File: src/rtl/muldiv_unit.sv
// muldiv_unit: iterative RV32M multiply/divide unit for the execute stage.
// A shift-add multiplier and a restoring divider share one pair of
// accumulator registers and retire one bit per cycle. Divide-by-zero and
// signed overflow resolve at acceptance without iterating.
module muldiv_unit #(
  parameter int WIDTH = 32
) (
  input  logic             clk,
  input  logic             rst,
  input  logic             start,
  input  logic             flush,
  input  logic [2:0]       ALUOp,
  input  logic [WIDTH-1:0] A,
  input  logic [WIDTH-1:0] B,
  output logic [WIDTH-1:0] C,
  output logic             busy,
  output logic             done
);

  localparam int CW = $clog2(WIDTH);

  localparam logic [2:0] OP_MUL    = 3'b000;
  localparam logic [2:0] OP_MULH   = 3'b001;
  localparam logic [2:0] OP_MULHSU = 3'b010;
  localparam logic [2:0] OP_DIV    = 3'b100;
  localparam logic [2:0] OP_REM    = 3'b110;

  typedef enum logic [1:0] {
    IDLE = 2'd0,
    CALC = 2'd1,
    DONE = 2'd2
  } state_t;

  state_t             state_q;
  logic [CW-1:0]      iterCnt_q;
  logic [2:0]         opCode_q;
  logic               negResult_q;
  logic [WIDTH-1:0]   hiAcc_q;
  logic [WIDTH-1:0]   loAcc_q;
  logic [WIDTH-1:0]   operandB_q;
  logic [WIDTH-1:0]   result_q;
  logic               busy_q;
  logic               done_q;

  logic               isDivOp;
  logic               aSigned;
  logic               bSigned;
  logic               aNeg;
  logic               bNeg;
  logic [WIDTH-1:0]   aMag;
  logic [WIDTH-1:0]   bMag;
  logic               negResult_d;
  logic               divByZero;
  logic               signedOverflow;
  logic               specialCase;
  logic [WIDTH-1:0]   specialResult;

  logic [WIDTH:0]     mulSum;
  logic [WIDTH:0]     divShift;
  logic [WIDTH:0]     divDiff;
  logic               divFits;
  logic [WIDTH-1:0]   hiAcc_d;
  logic [WIDTH-1:0]   loAcc_d;
  logic [2*WIDTH-1:0] product;
  logic [2*WIDTH-1:0] productFixed;
  logic [WIDTH-1:0]   divRaw;
  logic [WIDTH-1:0]   mulResult;
  logic [WIDTH-1:0]   divResult;
  logic [WIDTH-1:0]   result_d;
  logic               lastIter;

  // Decode the incoming request: operand magnitudes, result sign and the
  // one-cycle special cases (divide by zero, most-negative / -1).
  always_comb begin
    isDivOp        = ALUOp[2];
    aSigned        = (ALUOp == OP_MULH) || (ALUOp == OP_MULHSU) ||
                     (ALUOp == OP_DIV)  || (ALUOp == OP_REM);
    bSigned        = (ALUOp == OP_MULH) || (ALUOp == OP_DIV) || (ALUOp == OP_REM);
    aNeg           = aSigned && A[WIDTH-1];
    bNeg           = bSigned && B[WIDTH-1];
    aMag           = aNeg ? (~A + 1'b1) : A;
    bMag           = bNeg ? (~B + 1'b1) : B;
    negResult_d    = (isDivOp && ALUOp[1]) ? aNeg : (aNeg ^ bNeg);
    divByZero      = isDivOp && (B == '0);
    signedOverflow = isDivOp && !ALUOp[0] &&
                     (A == {1'b1, {(WIDTH-1){1'b0}}}) && (B == '1);
    specialCase    = divByZero || signedOverflow;
    if (divByZero) begin
      specialResult = ALUOp[1] ? A : '1;
    end else begin
      specialResult = ALUOp[1] ? '0 : A;
    end
  end

  // One iteration of the shared core: hiAcc/loAcc hold product high/low for
  // multiply and remainder/quotient for divide. On the last iteration the
  // sign fix-up and result selection are applied to the next-state values.
  always_comb begin
    mulSum   = {1'b0, hiAcc_q} + (loAcc_q[0] ? {1'b0, operandB_q} : '0);
    divShift = {hiAcc_q, loAcc_q[WIDTH-1]};
    divDiff  = divShift - {1'b0, operandB_q};
    divFits  = !divDiff[WIDTH];
    if (opCode_q[2]) begin
      hiAcc_d = divFits ? divDiff[WIDTH-1:0] : divShift[WIDTH-1:0];
      loAcc_d = {loAcc_q[WIDTH-2:0], divFits};
    end else begin
      hiAcc_d = mulSum[WIDTH:1];
      loAcc_d = {mulSum[0], loAcc_q[WIDTH-1:1]};
    end
    product      = {hiAcc_d, loAcc_d};
    productFixed = negResult_q ? (~product + 1'b1) : product;
    mulResult    = (opCode_q == OP_MUL) ? productFixed[WIDTH-1:0]
                                        : productFixed[2*WIDTH-1:WIDTH];
    divRaw       = opCode_q[1] ? hiAcc_d : loAcc_d;
    divResult    = negResult_q ? (~divRaw + 1'b1) : divRaw;
    result_d     = opCode_q[2] ? divResult : mulResult;
    lastIter     = (iterCnt_q == CW'(WIDTH - 1));
  end

  // Control FSM and datapath registers; flush overrides everything but reset.
  always_ff @(posedge clk or posedge rst) begin
    if (rst) begin
      state_q     <= IDLE;
      iterCnt_q   <= '0;
      opCode_q    <= '0;
      negResult_q <= 1'b0;
      hiAcc_q     <= '0;
      loAcc_q     <= '0;
      operandB_q  <= '0;
      result_q    <= '0;
      busy_q      <= 1'b0;
      done_q      <= 1'b0;
    end else if (flush) begin
      state_q   <= IDLE;
      iterCnt_q <= '0;
      busy_q    <= 1'b0;
      done_q    <= 1'b0;
    end else begin
      case (state_q)
        IDLE, DONE: begin
          done_q <= 1'b0;
          busy_q <= 1'b0;
          state_q <= IDLE;
          if (start) begin
            opCode_q    <= ALUOp;
            negResult_q <= negResult_d;
            operandB_q  <= bMag;
            if (specialCase) begin
              result_q <= specialResult;
              state_q  <= DONE;
              done_q   <= 1'b1;
            end else begin
              hiAcc_q   <= '0;
              loAcc_q   <= aMag;
              iterCnt_q <= '0;
              state_q   <= CALC;
              busy_q    <= 1'b1;
            end
          end
        end
        CALC: begin
          hiAcc_q <= hiAcc_d;
          loAcc_q <= loAcc_d;
          if (lastIter) begin
            result_q <= result_d;
            state_q  <= DONE;
            busy_q   <= 1'b0;
            done_q   <= 1'b1;
          end else begin
            iterCnt_q <= iterCnt_q + CW'(1);
          end
        end
        default: begin
          state_q <= IDLE;
          busy_q  <= 1'b0;
          done_q  <= 1'b0;
        end
      endcase
    end
  end

  assign C    = result_q;
  assign busy = busy_q;
  assign done = done_q;

endmodule

File: config.mk
export PLATFORM = sky130hd
export DESIGN_NAME = muldiv_unit
export DESIGN_NICKNAME = d
export VERILOG_FILES = /design/src/rtl/muldiv_unit.sv
export SDC_FILE = /design/constraint.sdc
export NUM_CORES = 1
export LEC_CHECK = 0
export BUFFER_PORTS_ARGS = -buffer_cell sky130_fd_sc_hd__buf_2
export CAP_MARGIN = 40
export CORE_MARGIN = 2
export CORE_UTILIZATION = 57
export CTS_BUF_LIST = sky130_fd_sc_hd__clkbuf_16
export CTS_CLUSTER_DIAMETER = 120
export CTS_CLUSTER_SIZE = 16
export DETAILED_ROUTE_END_ITERATION = 6
export GPL_TIMING_DRIVEN = 0
export MAX_ROUTING_LAYER = met4
export PLACE_DENSITY = 0.77
export SLEW_MARGIN = 10
export SYNTH_ARGS = -nofsm -noshare
export SYNTH_HDL_FRONTEND = slang
export SYNTH_SLANG_ARGS = --single-unit
File: constraint.sdc
create_clock -name clk -period 4.85 [get_ports clk]
set_input_delay 0.485 -clock clk [delete_from_list [all_inputs] [get_ports clk]]
set_output_delay 0.485 -clock clk [all_outputs]
set_load 0.01 [all_outputs]
==> flow_summary.json <==
{
  "power.leakage_nw": 8.566,
  "grt_max_degree": 71,
  "nFillCells": 2321,
  "syn_area_sq_um": 16800,
  "layout_commonest_cell": "nor2_1",
  "finalSetupViolCount": 27,
  "clkLatencyLatePin_ns": 0.48,
  "max-clock-path-buffers": 2,
  "pwr-share-seq_pct": 17.4,
  "period_needed_ns": 5.348,
  "final_cell_mix": "239 x nor2_1, 232 x nand2_1, 220 x a21oi_1",
  "synthArstFlopShare_pct": 100.0,
  "p_sw_mw": 6.056,
  "power.density_nw_per_um2": 534.2,
  "cts_tree": "built",
  "area_delta_synth_final_pct": 25.35,
  "critPathRequiredTime_ns": 5.20,
  "wirelength_um": 83140,
  "dp_hpwl_um": 60000,
  "core_sq_um": 28860,
  "drt_pass1_iterations": 7,
  "wl_per_cell_um": 28.07,
  "cp-endpoint": "C[16]",
  "cts_hold_buf": 0,
  "hold_class": "input port to asynchronous set/reset pin",
  "critPathMaxFanout": 10,
  "synth.distinct_cells": 109,
  "p_sw_share_pct": 53.82,
  "violations": "DRC, setup timing",
  "drt_iter0_drc": 3886,
  "synth_seq_cells": 139,
  "end_kind": "flop",
  "ys_seq_area_share_pct": 20.70,
  "grt_overflow": 0,
  "die_area_sq_um": 30870,
  "worst_pin_slew_ns": 1.021,
  "finalMaxSlewViolations": 0,
  "clk_pin_slew_ns": 0.07,
  "power_frac_comb_pct": 70.4,
  "critPathKind": "flop to flop",
  "synthCells": 2297,
  "r2r_slack_ns": -0.50,
  "multi_input_area_sq_um": 13860,
  "port_buffers": 103,
  "max_stage_delay_ns": 0.71,
  "htree_levels": 4,
  "yosysTopAreaCell": "dfrtp_1",
  "gp_congestion": 1.153,
  "start_util_pct": 58.23,
  "synth_ff_type": "dfrtp_1",
  "power.internal_mw": 5.197,
  "ir_drop_uv": 448.1,
  "synth_area_leaders": "dfrtp_1 21%, a21oi_1 7.0%, nor2_1 5.6%",
  "vias_per_cell": 7.294,
  "timing.fmax_ghz": 0.1870,
  "critPathLaunchType": "flop",
  "cp.depth": 15,
  "first_global_vias": 19310,
  "route.detailed.drc": 68,
  "synth_nets": 2441,
  "grt_pass1_wl_um": 119000,
  "maxCapViolCount": 0,
  "vias": 21600,
  "worst_r2r_path_depth": 15,
  "drive_gt1_share_pct": 23.61,
  "worstPathCellList": "clkbuf_1 > inv_2 > clkbuf_1 > buf_1 > clkbuf_1 > nand2_1 > o21ai_2 > ha_1 > o2111ai_1 > or3_4 > or3_4 > o31ai_2 > xnor2_1 > a221oi_2 > a221o_1",
  "avgSynthCellArea_sq_um": 7.315,
  "yosysTopAreaCellShare_pct": 20.70,
  "ant_nets": 0,
  "crit_top_cell": "clkbuf_1",
  "startpoint": "opCode_q[1]",
  "core.rowCount": 62,
  "reg2reg_to": "C[16]",
  "synth_edf_count": 0,
  "final_util_pct": 72.99,
  "die_h_um": 175.7,
  "critPathBufInv": 5,
  "register_area_sq_um": 3507,
  "period_share_pct": 110.3,
  "rsz0062_at_grt": "yes",
  "cts_sinks": 139,
  "r2r_start": "opCode_q[1]",
  "yosysWarnings": 0,
  "critPathTopFamily": "buffers and inverters",
  "slowest_stage": "clkbuf_1",
  "antenna_found_initial": 9,
  "clock_tree.root_cell": "clkbuf_16",
  "die_x_um": 175.7,
  "status": "complete, but fails checks",
  "hold_violations": 0,
  "grt_usage_pct": 53.30,
  "critPathArrivalTime_ns": 5.70,
  "place_inst": 2789,
  "worst_slew_margin_rel_pct": 31.93,
  "final_nets": 2702,
  "pin_count": 105,
  "final.setup_skew_ns": 0.01398,
  "instances_no_fill": 2962,
  "clkPwrFrac_pct": 12.2,
  "cts_buffers": 17,
  "fin_ws_ns": -0.4981
}
## metal layers
layer | up-vias | GRT usage [%] | share of wire, %
met5 | - | - | 0
met4 | 0 | 29.68 | 7.9
met3 | 544 | 21.86 | 17
met2 | 1979 | 72.98 | 39
met1 | 10120 | 66.08 | 36
li1 | 8965 | - | -
## metrics by stage
stage | total power [mW] | hold WS, ns | setup TNS (ns) | setup slack [ns] | cell area, sq um
final | 11.25 | 0.1159 | -5.803 | -0.4981 | 21060
after global routing | 11.58 | 0.1920 | -6.210 | -0.4665 | 21060
after CTS | 10.03 | 0.1536 | -1.005 | -0.1862 | 20050
after detailed placement | 7.879 | 0.4669 | -45.89 | -2.066 | 17910
after global placement | 7.762 | 0.4603 | -197.50 | -1.988 | 17860
after floorplan | 5.968 | 0.4510 | 0 | 0.007718 | 16860
## Yosys cell counts (11+ instances only)
master,instances
a211oi_1,39
a21o_1,31
a21oi_1,234
a22o_1,17
a31oi_1,26
and2_1,47
and3_1,21
buf_1,16
buf_2,18
clkbuf_1,92
dfrtp_1,139
ha_1,71
inv_1,75
maj3_1,28
mux2_2,22
mux2i_1,46
nand2_1,237
nand2b_1,22
nand3_1,52
nand4_1,30
nor2_1,249
nor3_1,82
nor4_1,16
o211ai_1,26
o21a_1,14
o21ai_0,180
o31ai_1,32
o41ai_1,11
or2_2,15
or3_1,26
xnor2_1,99
xor2_1,56
## cell families after synthesis
group	count (synthesis)	share of synthesized area (%)
multiplexers	71	4.527
XOR/XNOR	155	8.079
AND/OR/NAND/NOR	863	24.86
AO/OA/AOI/OAI	757	29.55
adder cells (fa/ha/maj)	101	7.193
buffers and inverters	211	5.093
flip-flops	139	20.70
## registers in the layout, summed over array words and instances (netlist names)
signal / cells
opCode_q: 3
state_q: 1
hiAcc_q: 32
busy: 1
C: 32
iterCnt_q: 5
loAcc_q: 32
operandB_q: 32
negResult_q: 1
## power by group through the flow
stage,Combinational (mW),Clock (mW),Sequential (mW)
5_1_grt,8.20,1.40,1.97
3_3_place_gp,5.87,0,1.90
4_1_cts,6.77,1.35,1.90
3_5_place_dp,5.97,0,1.91
2_1_floorplan,4.19,0,1.78
6_report,7.92,1.37,1.96
## worst min path at each step
stage | from | endpoint | slack [ns] | cells past startpoint
finish | rst | opCode_q[0] | 0.12 | 2
floorplan | iterCnt_q[3] | iterCnt_q[3] | 0.45 | 1
global placement | C[9] | C[9] | 0.46 | 2
detailed placement | C[22] | C[22] | 0.47 | 2
global route | rst | negResult_q | 0.19 | 2
CTS | rst | opCode_q[0] | 0.15 | 2
## area by class of cell
type	count	area share, %
Antenna cell	7	0.08317
Buffer	128	3.095
Clock buffer	17	2.020
Clock inverter	15	0.7307
Inverter	77	1.438
Multi-Input combinational cell	1947	65.78
Sequential cell	139	16.65
Tap cell	384	2.281
Timing Repair Buffer	248	7.919
## what timing repair did
action | CTS | global route
setup endpoints to repair | 34 | 41
pin swaps | 67 | 72
buffers inserted | 91 | 46
gates resized for setup | 207 | 136
## worst reg2reg max path: stages, from the launching register on
cell and delay (ns):
dfrtp_1 0.36, clkbuf_1 0.23, inv_2 0.20, clkbuf_1 0.66, buf_1 0.55, clkbuf_1 0.71
nand2_1 0.16, o21ai_2 0.11, ha_1 0.21, o2111ai_1 0.15, or3_4 0.48, or3_4 0.47
o31ai_2 0.29, xnor2_1 0.18, a221oi_2 0.11, a221o_1 0.34
(Power assumes the default switching activity.)
